## config.mk

```make
export PLATFORM = sky130hd
export DESIGN_NAME = address_encoder_rr
export DESIGN_NICKNAME = d
export VERILOG_FILES = /design/src/rtl/address_encoder_pkg.sv /design/src/rtl/address_encoder_rr_pick.sv /design/src/rtl/address_encoder_rr.sv
export SDC_FILE = /design/constraint.sdc
export NUM_CORES = 1
export LEC_CHECK = 0
export CAP_MARGIN = 20
export CORE_ASPECT_RATIO = 0.7
export CORE_MARGIN = 2
export CORE_UTILIZATION = 40
export CTS_CLUSTER_SIZE = 16
export DETAILED_ROUTE_END_ITERATION = 6
export PLACE_DENSITY = 0.68
export SLEW_MARGIN = 25
export SYNTH_ARGS = -nofsm -noshare
export SYNTH_HDL_FRONTEND = slang
export SYNTH_SLANG_ARGS = --single-unit
```

## constraint.sdc

```tcl
create_clock -name clk -period 2.1 [get_ports clk]
set_input_delay 0.42 -clock clk [delete_from_list [all_inputs] [get_ports clk]]
set_output_delay 0.42 -clock clk [all_outputs]
set_load 0.005 [all_outputs]
```

## src/rtl/address_encoder_pkg.sv

```systemverilog
// Shared types and helpers for the round-robin address encoder.
// Holds the FSM state encoding, default sizes and a one-hot helper.
package address_encoder_pkg;

    localparam int N_REQ_DEF = 8;
    localparam int ADR_W_DEF = 3;

    typedef enum logic {
        ST_IDLE  = 1'b0,
        ST_OFFER = 1'b1
    } state_t;

    // One-hot of an index, sized for the largest supported request count.
    function automatic logic [63:0] onehot(input logic [5:0] adr);
        onehot = 64'd1 << adr;
    endfunction

endpackage

```

## src/rtl/address_encoder_rr_pick.sv

```systemverilog
// Masked priority encoder: first set bit at or above ptr, else wraps to bit 0.
// Purely combinational; any flags a non-empty input vector.
module rr_pick #(
    parameter int N_REQ = 8,
    parameter int ADR_W = 3
) (
    input  logic [N_REQ-1:0] vec,
    input  logic [ADR_W-1:0] ptr,
    output logic [ADR_W-1:0] idx,
    output logic             any
);

    logic [N_REQ-1:0] up_mask;
    logic [N_REQ-1:0] masked;

    function automatic logic [ADR_W-1:0] lowest(input logic [N_REQ-1:0] v);
        lowest = '0;
        for (int i = N_REQ - 1; i >= 0; i--) begin
            if (v[i]) lowest = ADR_W'(i);
        end
    endfunction

    assign up_mask = {N_REQ{1'b1}} << ptr;
    assign masked  = vec & up_mask;
    assign any     = |vec;

    // Prefer requests at or above the pointer, fall back to the wrapped search.
    always_comb begin
        idx = '0;
        if (|masked) idx = lowest(masked);
        else         idx = lowest(vec);
    end

endmodule

```

## src/rtl/address_encoder_rr.sv

```systemverilog
// Collects row request strobes and offers them as a binary address.
// Grants rotate round-robin and leave through a valid/ready handshake.
module address_encoder_rr
    import address_encoder_pkg::*;
#(
    parameter int N_REQ = N_REQ_DEF,
    parameter int ADR_W = ADR_W_DEF
) (
    input  logic             clk,
    input  logic             rst_n,
    input  logic [N_REQ-1:0] req,
    input  logic             flush,
    input  logic             ready,
    output logic [ADR_W-1:0] adr,
    output logic             valid,
    output logic [N_REQ-1:0] pending,
    output logic             busy
);

    state_t           state;
    logic [ADR_W-1:0] ptr;
    logic             accept;
    logic [N_REQ-1:0] clr_mask;
    logic [N_REQ-1:0] pending_next;
    logic [N_REQ-1:0] pick_vec;
    logic [ADR_W-1:0] pick_ptr;
    logic [ADR_W-1:0] pick_idx;
    logic             pick_any;

    assign accept       = valid && ready;
    assign clr_mask     = accept ? N_REQ'(onehot(6'(adr))) : '0;
    assign pending_next = (pending & ~clr_mask) | req;
    assign busy         = valid || (|pending);

    // Next grant is searched in the registered pending set minus the one leaving.
    assign pick_vec = pending & ~clr_mask;
    assign pick_ptr = accept ? adr + ADR_W'(1) : ptr;

    rr_pick #(
        .N_REQ (N_REQ),
        .ADR_W (ADR_W)
    ) u_pick (
        .vec (pick_vec),
        .ptr (pick_ptr),
        .idx (pick_idx),
        .any (pick_any)
    );

    // Pending register, rr pointer and offer FSM with registered adr/valid.
    always_ff @(posedge clk) begin
        if (!rst_n) begin
            state   <= ST_IDLE;
            pending <= '0;
            adr     <= '0;
            valid   <= 1'b0;
            ptr     <= '0;
        end else if (flush) begin
            state   <= ST_IDLE;
            pending <= '0;
            valid   <= 1'b0;
        end else begin
            pending <= pending_next;
            unique case (state)
                ST_IDLE: begin
                    if (pick_any) begin
                        adr   <= pick_idx;
                        valid <= 1'b1;
                        state <= ST_OFFER;
                    end
                end
                ST_OFFER: begin
                    if (accept) begin
                        ptr <= adr + ADR_W'(1);
                        if (pick_any) begin
                            adr <= pick_idx;
                        end else begin
                            valid <= 1'b0;
                            state <= ST_IDLE;
                        end
                    end
                end
                default: state <= ST_IDLE;
            endcase
        end
    end

endmodule

```

==> qor.csv <==
metric;value;unit
status;complete, no violations;
post-route-util;63.7;%
finalHoldViolCount;0;
drt_wl_total;3590;µm
worst_slack;92.4;ps
rsz0062_at_grt;false;
cts_root_buf;clkbuf_8;
power_density;505;nW/µm²
max_freq;0.498;GHz
power;0.000902;W
ys_ff_latch;16;
cp-start-kind;register;
overflow;0;
syn_to_final_growth;51.9;%
syn_area;1170;µm²
synth_enable_flop_cells;0;
rows;16;
max_slew_margin;68.6;%
cp.required;2230;ps
grt_use_total;22.8;%
final-setup-viol-count;0;
synth_top_area_share;27.3;%
avgSynthCellArea;7.94;µm²
clkTransAtPathRegs;60;ps
async_flop_share;0;%
synth_cell_types;46;
core;2800;µm²
crit_chain;inv_1, ha_1, and3_1, a32o_2, a311oi_4, nor2b_1, o21bai_1, a31oi_1;
arrival;2130;ps
cts_num_sinks;16;
cts_tree;built;
worstSetupPathType;register to register;
dp_hpwl;2760;µm
hold_class;register to register;
synth-main-ff-cell;dfxtp_1;
place_congestion;1.04;
netlist_instances;148;
wl_per_cell;15.2;µm
synth_most_common_cell;nor2_1;
syn_nets;165;
period_share;95.6;%
fin_area;1780;µm²
yosys.area_share.simple;29.5;%
placed_area;1640;µm²
viasPerCell;5.51;
drtIter0Drc;198;
num_io_pins;25;
slowest_delay;380;ps
grt_pass1_wl;5710;µm
antenna_left;0;
leakage;0.753;nW
synth_compound_area_share;27.8;%
die_y;49.3;µm
cp_max_fo;4;
min_path_cells;2;
fin_nets;220;
htree_num_levels;1;
grt_max_degree;18;
ys_top_cells_by_area;dfxtp_1 (27%), nor2_1 (5.8%), a21oi_1 (5.5%), ha_1 (5.3%), nand2_1 (5.1%);
dp_cells;230;
seq_area_frac_synth;27.3;%
drtPass1Iterations;4;
ys_warn_count;0;
clock_skew;4.30;ps
final_cells;237;
drive_gt1_share;28.4;%
route.detailed.drc;0;
irDropWorstVdd;0.000405;V
reg2regPathDepth;8;
antenna_found_initial;0;
slowest_stage;dfxtp_2;
synth_area_leader_cell;dfxtp_1;
drv_slew;0;
period_needed;2010;ps
tightest_slew;472;ps
synth_common_cells;nor2_1 (18), dfxtp_1 (16), nand2_1 (16);
regToRegSetupSlack;90;ps
numPortBuffers;24;
pre_cts_slack;-309;ps
cts.path.max_buffers;2;
grt_pass1_vias;1197;
antenna_cells;0;
cp-end-kind;register;
num_vias;1307;
insertion_delay;260;ps
synthAdderAreaFrac;5.32;%
synthXorXnorAreaFrac;1.49;%
synth_top_family_by_area;simple AND/OR/NAND/NOR gates;
numCtsBuffers;3;
initial_core_util;41.9;%
muxShareOfSynthArea;2.56;%
die-width;68.8;µm
drv_cap;0;
cts_hold_buf;0;
dieArea;3390;µm²
cell families (layout without fill, tap and decap cells):
kind of cell | Yosys count | in the layout
AO/OA/AOI/OAI | 48 | 48
XOR/XNOR | 2 | 2
adder cells (fa/ha/maj) | 5 | 5
buffers and inverters | 10 | 63
flip-flops | 16 | 16
multiplexers | 3 | 3
AND/OR/NAND/NOR | 64 | 64
critical path, delay by kind of cell (launching register included):
kind / cells / cell delay, ps
compound gates: 4 / 800
flops: 1 / 380
buf+inv: 1 / 80
simple gates: 2 / 310
fa+ha+maj: 1 / 310
path summary, 6_finish.rpt:
check,end,from
setup / recovery,adr[1],adr[1]
hold / removal,state,state
setup reg to reg,adr[1],adr[1]
hold reg to reg,state,state
what timing repair did:
action / in CTS / in global routing
buffers inserted: 0 / 4
pin swaps: 0 / 9
endpoints found under the setup margin: 3 / 5
gates resized for setup: 3 / 14
layout by cell type, fill, tap and decap left out, types with 3 or more instances in the layout:
master            n
buf_4            28
clkdlybuf4s50_1  23
nor2_1           18
nand2_1          14
dfxtp_1          13
a21oi_1          12
o21ai_0           6
inv_1             5
ha_1              5
nand2_2           4
nor2b_1           4
o21ai_2           3
nand4b_1          3
nand4_1           3
and2_1            3
a21o_1            3
mux2i_1           3
a211oi_1          3
clkbuf_8          3
buf_12            3
state kept, by name, summed over array words and instances, names as in the netlist:
| register | count |
|---|---|
| ptr | 3 |
| valid | 1 |
| adr | 3 |
| pending | 8 |
| state | 1 |
metrics by stage:
stage | hold slack (ps) | setup TNS (ps)
floorplan | 497 | 0
global placement | 548 | -1330
detailed placement | 549 | -1410
CTS | 561 | 0
global route | 604 | 0
finish | 552 | 0
power by group:
| part | leakage [nW] | internal (W) | total [W] | switching (W) |
|---|---|---|---|---|
| combinational | 0.599 | 0.000168 | 0.000310 | 0.000142 |
| sequential | 0.133 | 0.000323 | 0.000350 | 0.0000275 |
| clock | 0.0216 | 0.000128 | 0.000241 | 0.000114 |
final cells by class:
class	count	area, µm²
fillers	244	1020
well taps	36	45.0
flip-flops and latches	16	327
clock buffers	3	41.3
inverters	5	18.8
repair buffers	55	513
multi-input cells	122	840
metal layers:
metal	GRT usage, %	up-vias	share of wire (%)
met2	32.7	62	44
met4	6.21	0	0.78
met5	0	-	0
li1	-	653	-
met3	7.85	4	9.0
met1	32.3	588	47
(Power assumes the default switching activity.)
